[src/rtl/melody_sequencer.sv]
// Plays short ROM-stored melodies on request, driving piezo_ctrl enable and half-period limit.
// Latency: request sampled at edge t -> FETCH after t -> tone and new limit visible after t+1.
// Backpressure: none; requests below or equal to the playing song's id are dropped, i_stop always wins.
module melody_sequencer #(
  parameter int unsigned CLK_HZ   = 50_000_000,
  parameter int unsigned TICK_DIV = 5_000_000,
  parameter int unsigned GAP_CYC  = 500_000
) (
  input  logic        clk,
  input  logic        rst,
  input  logic [3:0]  i_req,
  input  logic        i_stop,
  output logic        o_play_en,
  output logic [31:0] o_cnt_limit,
  output logic        o_busy,
  output logic [1:0]  o_song_id,
  output logic        o_done
);

  typedef enum logic [1:0] {S_IDLE, S_FETCH, S_NOTE, S_GAP} state_t;

  localparam logic [31:0] L_C4 = 32'(CLK_HZ / (2 * 262) - 1);
  localparam logic [31:0] L_D4 = 32'(CLK_HZ / (2 * 294) - 1);
  localparam logic [31:0] L_E4 = 32'(CLK_HZ / (2 * 330) - 1);
  localparam logic [31:0] L_F4 = 32'(CLK_HZ / (2 * 349) - 1);
  localparam logic [31:0] L_G4 = 32'(CLK_HZ / (2 * 392) - 1);
  localparam logic [31:0] L_A4 = 32'(CLK_HZ / (2 * 440) - 1);
  localparam logic [31:0] L_B4 = 32'(CLK_HZ / (2 * 494) - 1);
  localparam logic [31:0] L_C5 = 32'(CLK_HZ / (2 * 523) - 1);
  localparam logic [31:0] L_D5 = 32'(CLK_HZ / (2 * 587) - 1);
  localparam logic [31:0] L_E5 = 32'(CLK_HZ / (2 * 659) - 1);
  localparam logic [31:0] L_G5 = 32'(CLK_HZ / (2 * 784) - 1);
  localparam logic [31:0] L_A5 = 32'(CLK_HZ / (2 * 880) - 1);
  localparam logic [31:0] L_B5 = 32'(CLK_HZ / (2 * 988) - 1);

  // Melody ROM: {note, dur}; anything not listed reads as END.
  function automatic logic [7:0] rom_entry(input logic [1:0] song, input logic [3:0] idx);
    logic [7:0] e;
    e = 8'hF0;
    case ({song, idx})
      6'h00: e = 8'h12;  6'h01: e = 8'h32;  6'h02: e = 8'h52;  6'h03: e = 8'h84;
      6'h10: e = 8'h61;  6'h11: e = 8'h01;  6'h12: e = 8'h61;
      6'h20: e = 8'h31;  6'h21: e = 8'h51;  6'h22: e = 8'h83;
      6'h30: e = 8'h52;  6'h31: e = 8'h32;  6'h32: e = 8'h16;
      default: e = 8'hF0;
    endcase
    return e;
  endfunction

  function automatic logic [31:0] note_limit(input logic [3:0] n);
    logic [31:0] l;
    l = 32'd0;
    case (n)
      4'd1: l = L_C4;   4'd2: l = L_D4;   4'd3: l = L_E4;   4'd4: l = L_F4;
      4'd5: l = L_G4;   4'd6: l = L_A4;   4'd7: l = L_B4;   4'd8: l = L_C5;
      4'd9: l = L_D5;   4'd10: l = L_E5;  4'd11: l = L_G5;  4'd12: l = L_A5;
      4'd13: l = L_B5;
      default: l = 32'd0;
    endcase
    return l;
  endfunction

  state_t      state_q, state_d;
  logic [4:0]  idx_q, idx_d;     // bit 4 set means the index ran past 15
  logic [31:0] timer_q, timer_d;
  logic [1:0]  song_q, song_d;
  logic        play_q, play_d;
  logic [31:0] limit_q, limit_d;
  logic        busy_q, busy_d;
  logic        done_q, done_d;

  logic [7:0]  rom_dat;
  logic [3:0]  note, dur, dur_eff;
  logic        is_tone, is_end;
  logic [1:0]  req_id;
  logic        req_accept;

  assign rom_dat = rom_entry(song_q, idx_q[3:0]);
  assign note    = rom_dat[7:4];
  assign dur     = rom_dat[3:0];
  assign dur_eff = (dur == 4'd0) ? 4'd1 : dur;
  assign is_end  = idx_q[4] || (note == 4'd15);
  assign is_tone = (note != 4'd0) && (note != 4'd14);

  // Fixed-priority pick of the requester; bit 3 wins.
  always_comb begin
    req_id = 2'd0;
    if (i_req[3])      req_id = 2'd3;
    else if (i_req[2]) req_id = 2'd2;
    else if (i_req[1]) req_id = 2'd1;
    else               req_id = 2'd0;
  end

  // A request starts a song when idle or when it outranks the one playing.
  assign req_accept = (|i_req) && ((state_q == S_IDLE) || (req_id > song_q));

  // State register and all registered outputs.
  always_ff @(posedge clk or posedge rst) begin
    if (rst) begin
      state_q <= S_IDLE;
      idx_q   <= 5'd0;
      timer_q <= 32'd0;
      song_q  <= 2'd0;
      play_q  <= 1'b0;
      limit_q <= 32'd0;
      busy_q  <= 1'b0;
      done_q  <= 1'b0;
    end else begin
      state_q <= state_d;
      idx_q   <= idx_d;
      timer_q <= timer_d;
      song_q  <= song_d;
      play_q  <= play_d;
      limit_q <= limit_d;
      busy_q  <= busy_d;
      done_q  <= done_d;
    end
  end

  // Next-state and output logic: stop beats requests, requests beat sequencing.
  always_comb begin
    state_d = state_q;
    idx_d   = idx_q;
    timer_d = timer_q;
    song_d  = song_q;
    play_d  = play_q;
    limit_d = limit_q;
    busy_d  = busy_q;
    done_d  = 1'b0;
    if (i_stop) begin
      state_d = S_IDLE;
      idx_d   = 5'd0;
      timer_d = 32'd0;
      play_d  = 1'b0;
      busy_d  = 1'b0;
    end else if (req_accept) begin
      state_d = S_FETCH;
      song_d  = req_id;
      idx_d   = 5'd0;
      timer_d = 32'd0;
      play_d  = 1'b0;
      busy_d  = 1'b1;
    end else begin
      case (state_q)
        S_IDLE: begin
          play_d = 1'b0;
          busy_d = 1'b0;
        end
        S_FETCH: begin
          if (is_end) begin
            state_d = S_IDLE;
            idx_d   = 5'd0;
            play_d  = 1'b0;
            busy_d  = 1'b0;
            done_d  = 1'b1;
          end else begin
            state_d = S_NOTE;
            timer_d = 32'(dur_eff) * TICK_DIV;
            play_d  = is_tone;
            if (is_tone) limit_d = note_limit(note);
          end
        end
        S_NOTE: begin
          // Enable drops in the exit cycle so piezo_ctrl sees a clean restart.
          if (timer_q <= 32'd1) begin
            play_d = 1'b0;
            if (GAP_CYC == 0) begin
              state_d = S_FETCH;
              idx_d   = idx_q + 5'd1;
              timer_d = 32'd0;
            end else begin
              state_d = S_GAP;
              timer_d = 32'(GAP_CYC);
            end
          end else begin
            timer_d = timer_q - 32'd1;
          end
        end
        S_GAP: begin
          play_d = 1'b0;
          if (timer_q <= 32'd1) begin
            state_d = S_FETCH;
            idx_d   = idx_q + 5'd1;
            timer_d = 32'd0;
          end else begin
            timer_d = timer_q - 32'd1;
          end
        end
        default: state_d = S_IDLE;
      endcase
    end
  end

  assign o_play_en   = play_q;
  assign o_cnt_limit = limit_q;
  assign o_busy      = busy_q;
  assign o_song_id   = song_q;
  assign o_done      = done_q;

endmodule

[config.mk]
export PLATFORM = sky130hd
export DESIGN_NAME = melody_sequencer
export DESIGN_NICKNAME = d
export VERILOG_FILES = /design/src/rtl/melody_sequencer.sv
export SDC_FILE = /design/constraint.sdc
export NUM_CORES = 1
export LEC_CHECK = 0
export ABC_AREA = 0
export ABC_CLOCK_PERIOD_IN_PS = 7750
export BUFFER_PORTS_ARGS = -buffer_cell sky130_fd_sc_hd__buf_2
export CORE_ASPECT_RATIO = 0.8
export CORE_MARGIN = 2
export CORE_UTILIZATION = 51
export DETAILED_ROUTE_END_ITERATION = 7
export GPL_TIMING_DRIVEN = 0
export PLACE_DENSITY = 0.7
export SYNTH_ARGS = -nofsm -noshare
export SYNTH_HDL_FRONTEND = slang
export SYNTH_SLANG_ARGS = --single-unit
[constraint.sdc]
create_clock -name clk -period 7.75 [get_ports clk]
set_input_delay 0.3875 -clock clk [delete_from_list [all_inputs] [get_ports clk]]
set_output_delay 0.3875 -clock clk [all_outputs]
set_load 0.02 [all_outputs]
# Word level (Yosys, flattened, before mapping)
# Memory sizes are Yosys's and may differ from the RTL's. A register that Yosys moved wholly into a read port is not among the register bits.
# Cells that the tools add are included.
[classes]
mul = 1
n_addsub = 2
n_lt_le_gt_ge = 2
n_eq_ne = 9
n_reduce_logical = 18
bitwise = 3
n_mux = 34
[ops]
columns = ["cell", "n"]
rows = [
  ["32-bit 2-to-1 mux", 5],
  ["32-bit case mux with 3 select lines", 1],
  ["32-bit by 1-bit <= comparator with 1-bit output, second input constant", 1],
  ["32-bit by 1-bit subtractor with 32-bit output, second input constant", 1],
  ["4-bit by 17-bit multiplier with 21-bit output, second input constant", 1],
  ["5-bit 2-to-1 mux", 4],
  ["4-bit inequality test, second input constant", 5],
  ["2-bit 2-to-1 mux", 7],
  ["1-bit 2-to-1 mux", 12],
  ["4-bit nonzero test", 3],
  ["5-bit case mux with 2 select lines", 1],
  ["2-bit case mux with 3 select lines", 1],
  ["2-bit AND reduction", 3],
  ["3-bit AND reduction", 2],
  ["5-bit by 1-bit adder with 5-bit output, second input constant", 1],
  ["5-bit AND reduction", 1],
  ["5-bit nonzero test", 1],
  ["2-bit == test, second input constant", 2],
  ["4-bit == test, second input constant", 1],
  ["4-bit zero test", 1],
  ["4-bit 2-to-1 mux", 1],
  ["4-bit OR reduction", 1],
  ["1-bit inverter", 3],
  ["1-bit case mux with 3 select lines", 1],
  ["other kinds (7)", 9],
]
[word_totals]
ff_bits = 76
inputBits = 7
out_inout_bits = 37
wordCells = 79
n_memories = 2
romBits = 720
[memory_table]
columns = ["name", "depth", "width", "read_ports", "rd_clocked_by_memory_dff", "wr", "line_no", "rtl"]
rows = [
  ["(name not given)", 64, 7, 1, 0, 0, "40", "case ({song, idx})"],
  ["(name not given)", 16, 17, 1, 1, 0, "53", "case (n)"],
]

# Depth between registers and ports, before layout
[depth]
depth_word = 8
depth_mapped = 15
depth_no_buf = 15

# Least setup slack after synthesis
# No wires, ideal clock.
[synth_path]
path_kind = "register to register"
start = "reg idx_q[0]"
end = "reg idx_q[3]"
path_buffers = 0
setup_slack_ps = 4788
t_arrival_ps = 2876
path_stages_with_launch = 12
t_required_ps = 7663
setup_ps = 87
synth_period_minus_slack_ps = 2962
cell_sequence = "dfrtp_1 > inv_1 > ha_1 > and2_1 > a211oi_1 > o21ai_0 > ha_1 > nand2_1 > o21ai_0 > a31oi_4 > or4_1 > o211ai_1"
[synth_between]
elab_chain_len = 5
elab_cells_between_ends = 10
classes_between = "add/sub (1); eq/ne (2); mux (4); reduce/logical (2); memory (1)"
[synth_rtl]
columns = ["item", "line_no", "rtl"]
rows = [
  ["start, declared", "64", "logic [4:0] idx_q, idx_d;"],
  ["start signal, assigned", "110", "idx_q <= idx_d;"],
  ["memory read 64 x 7 bit / 5-bit by 1-bit adder with 5-bit output (equally long branches)", "--", ""],
  ["4-bit == test / 5-bit 2-to-1 mux (equally long branches)", "82, 181", ""],
  ["1-bit logical OR / 5-bit case mux with 2 select lines (equally long branches)", "82, 144", ""],
  ["4-bit inequality test (no line) / 5-bit 2-to-1 mux (equally long branches)", "--", ""],
  ["3-bit AND reduction (no line) / 5-bit 2-to-1 mux (equally long branches)", "--", ""],
]
# Parallel ways exist; a longest one is shown, timed or not. The select of a mux whose other input is x is not followed.
# A chain may end at the register's enable or synchronous reset.

# Worst setup path after layout
[layout_path]
start = "reg idx_q[0]"
end = "reg timer_q[27]"
[layout_between]
elab_chain_len = 5
[layout_rtl]
columns = ["item", "line_no", "rtl"]
rows = [
  ["memory read 64 x 7 bit", "--", ""],
  ["4-bit == test", "82", "assign is_end = idx_q[4] || (note == 4'd15);"],
  ["1-bit logical OR", "82", ""],
  ["4-bit inequality test (no line)", "--", ""],
  ["2-bit AND reduction (no line)", "--", ""],
  ["end signal, assigned", "111", "timer_q <= timer_d;"],
  ["end, declared", "65", "logic [31:0] timer_q, timer_d;"],
]
# No other way between the ends.

==> impl_summary.txt <==
----------------------------------------------------
[Synth]
  Largest area contributor in the synthesized netlist ... sky130_fd_sc_hd__dfrtp_1
  Leading register cell type out of synthesis ... sky130_fd_sc_hd__dfrtp_1
  Count of unique library cells instantiated by Yosys ... 66
  Seq cells post-synth ... 61
  Number of warnings printed during yosys synthesis ... 0
  Number of enable flip-flop cells after synthesis ... 0
  Top-area cell type share of the netlist area ... between 30% and 40%
  Biggest area contributors in the synthesized netlist ... sky130_fd_sc_hd__dfrtp_1 (34%), sky130_fd_sc_hd__o21ai_0 (7.5%), sky130_fd_sc_hd__ha_1 (7.0%), sky130_fd_sc_hd__nand2_1 (4.9%), sky130_fd_sc_hd__nor2_1 (4.4%)
  Post-synthesis instance total ... 546
  Proportion of synthesized chip area in sequential cells ... between 30 and 40%
  Most repeated cell in the gate-level netlist after synthesis ... sky130_fd_sc_hd__o21ai_0
  Netlist Area Pre-Place ... approximately 4500 sq um
  Leading cell types by count after synthesis ... sky130_fd_sc_hd__o21ai_0 (67), sky130_fd_sc_hd__dfrtp_1 (61), sky130_fd_sc_hd__nand2_1 (58)
  Average cell area after synthesis ... around 8 sq um
  Proportion of register bits with asynchronous set or reset after synthesis ... 100%

[Worst hold path]
  Class of the worst hold path ... in2async

[GRT]
  Overall overflow remaining after global route ... 0
  Number of global-route vias before repair ... 3,851
  Largest net degree at the start of global routing ... 32
  Wire length of the first global-routing pass ... 20.1 mm
  Antenna violations before repair ... 0
  Tot GR Track Use ... 26.9%

[Layout]
  Multi-input combinational cell area ... between 2000 and 3000 sq um
  Antenna diode instance count ... 0
  FF/Latch Area ... 1530 sq um
  Number of filler instances in the final layout ... about 800
  Share of final-layout standard cells stronger than drive strength 1 ... 14.9%
  Number of nets in the layout ... approximately 630
  Area Overhead vs Synth ... 12.3%

[Clock tree]
  Clock Tree Buf Depth ... 2
  Resized cells post-CTS ... 0
  Hold buffers post-CTS ... 0
  CTS tree ... done
  Clock latency on the worst-skew pair ... about 0.35 ns
  Number of setup buffers added after CTS ... 0
  Master cell of the clock root buffer ... sky130_fd_sc_hd__clkbuf_8
  Number of clock sinks seen by CTS ... 61
  Number of buffers added by the clock tree synthesis step ... 9
  H-tree level count ... 3
  CTS clock-pin slew for the worst setup and hold paths ... ~0.080 ns

[STA]
  Setup violation total in the final timing report ... 0
  Worst max-slew margin expressed relative to the limit ... 41.3%
  Worst Hold Margin ... between 0.15 and 0.2 ns
  Unrepaired setup endpoints after global routing ... false
  Pin slew with the least headroom to its limit ... 0.871 ns
  Fin crit share ... a little over 50%
  Highest Clock Rate ... ~250 MHz
  Number of endpoints with negative hold slack in the final report ... 0
  Final critical delay including setup and external delays ... 3.96 ns
  Final number of max-transition violations ... 0
  Final worst slack ... roughly 3.8 ns
  Setup TNS ... 0 ns
  Worst clock skew on the final layout ... slightly below 0.01 ns

[Drt]
  WL final ... roughly 12 mm
  DRC viols ... 0
  Number of nets still failing antenna checks after routing ... 0
  Iteration count of the initial detailed-routing pass ... 6
  DRC violation total after the first TritonRoute iteration ... approximately 460
  Via count ... roughly 4,300
  Average wire per cell in the routed design ... roughly 17 um
  Vias/cell ... around 6.0

[Floorplanning]
  Total die area ... between 9000 and 10,000 sq um
  Die width ... 109 um
  Row count ... 30
  Area of the core ... roughly 8500 sq um
  Effective utilization at floorplan ... between 50% and 60%
  Top-level port count ... 44
  Vertical die dimension ... slightly below 90 um

[Pwr]
  IR Drop Worst-Case VDD ... 0.218 mV
  P_leak ... 2.26 nW
  Power density cells ... 424 nW/um^2

[Run status]
  Outcome ... complete, no violations

[Job]
  Max Cap Violations ... 0

[Worst setup path]
  Startpoint kind of the worst setup timing path ... register
  Path type of the worst setup path ... reg2reg
  Worst reg2reg path depth ... 12
  Critical path endpoint category ... register
  Worst Path Max Fanout ... 10
  Required time of the worst setup path ... ~8 ns
  Arrival time of the worst setup path ... about 4.2 ns

[Placement]
  Input/output buffers ... 28
  Global placer's final weighted congestion ... ~0.95
  Detail Placement HPWL ... between 8 and 9 mm
  Post-place setup slack ... 3.94 ns

----------------------------------------------------
[power by group]
| part | switching [mW] | total (mW) | internal [mW] |
|---|---|---|---|
| combinational | 0.933 | 1.39 | 0.461 |
| sequential | 0.0560 | 0.446 | 0.390 |
| clock | 0.138 | 0.286 | 0.148 |
[final cells by class]
class / instances / share of cell area [%]
plain buffers: 40 / 4.37
clock buffers: 10 / 2.54
clock inverters: 6 / 1.27
inverters: 21 / 1.57
multi-input cells: 439 / 53.8
flip-flops and latches: 61 / 30.4
well taps: 112 / 2.79
repair buffers: 29 / 3.19
[flip-flops by register name (all words and copies together) (netlist names)]
register and cells:
o_song_id 2, o_busy 1, o_cnt_limit 17, idx_q 5
timer_q 32, state_q 2, o_play_en 1, o_done 1
[metrics by stage]
| step | utilization [%] | cell area [sq um] | power (mW) | instances |
|---|---|---|---|---|
| global placement | 56.6 | 4800 | 1.78 | 701 |
| finish | 59.1 | 5020 | 2.13 | 718 |
| global route | 59.1 | 5020 | 2.29 | 718 |
| detailed placement | 56.9 | 4820 | 1.80 | 702 |
| CTS | 59.1 | 5020 | 2.09 | 718 |
| floorplan | - | 4520 | 1.44 | 561 |
[critical path: stages, from the launching register on]
cell                       delay (ns)
sky130_fd_sc_hd__dfrtp_1         0.53
sky130_fd_sc_hd__inv_1           0.09
sky130_fd_sc_hd__ha_1            0.32
sky130_fd_sc_hd__and2_1          0.13
sky130_fd_sc_hd__a211oi_1        0.05
sky130_fd_sc_hd__o21ai_0         0.71
sky130_fd_sc_hd__ha_1            0.31
sky130_fd_sc_hd__nand2_1         0.17
sky130_fd_sc_hd__o21a_1          0.37
sky130_fd_sc_hd__nor2_1          0.42
sky130_fd_sc_hd__clkbuf_1        0.50
sky130_fd_sc_hd__o21ai_0         0.18
sky130_fd_sc_hd__o31ai_1         0.09
[routing by layer]
metal	track usage [%]	wire length (um)	vias up
li1	-	-	2076
met5	0	0	-
met3	5.65	1150	24
met4	6.88	187	0
met1	42.0	5920	2000
met2	37.4	4910	220
[logic make-up after synthesis]
logic type               Yosys count  synth area share, %
buffers and inverters             61                 6.66
AO/OA/AOI/OAI                    183                 26.0
multiplexers                       8                 2.41
adder cells (fa/ha/maj)           25                 7.00
other                              1               0.0839
flip-flops                        61                 34.2
XOR/XNOR                          10                 1.96
AND/OR/NAND/NOR                  197                 21.7
[placed cells by master (no fill, tap or decap), types with 15 or more instances in the layout]
cell type,count
sky130_fd_sc_hd__o21ai_0,67
sky130_fd_sc_hd__nand3_1,15
sky130_fd_sc_hd__nor3_1,21
sky130_fd_sc_hd__dfrtp_1,61
sky130_fd_sc_hd__conb_1,16
sky130_fd_sc_hd__buf_2,38
sky130_fd_sc_hd__ha_1,25
sky130_fd_sc_hd__inv_1,19
sky130_fd_sc_hd__a21oi_1,32
sky130_fd_sc_hd__buf_4,15
sky130_fd_sc_hd__nand2_1,58
sky130_fd_sc_hd__nor2_1,52
sky130_fd_sc_hd__clkbuf_1,16
[worst paths after layout]
| path | startpoint | end | slack, ns |
|---|---|---|---|
| worst max-delay path | idx_q[0] | timer_q[27] | 3.79 |
| worst min-delay path | rst | timer_q[2] | 0.16 |
| worst max register to register | idx_q[0] | timer_q[27] | 3.79 |
| worst min register to register | o_busy | o_busy | 0.48 |
| max in group asynchronous | rst | o_cnt_limit[0] | 6.98 |
| min in group clk | i_stop | state_q[0] | 0.26 |
(Power assumes the default switching activity.)
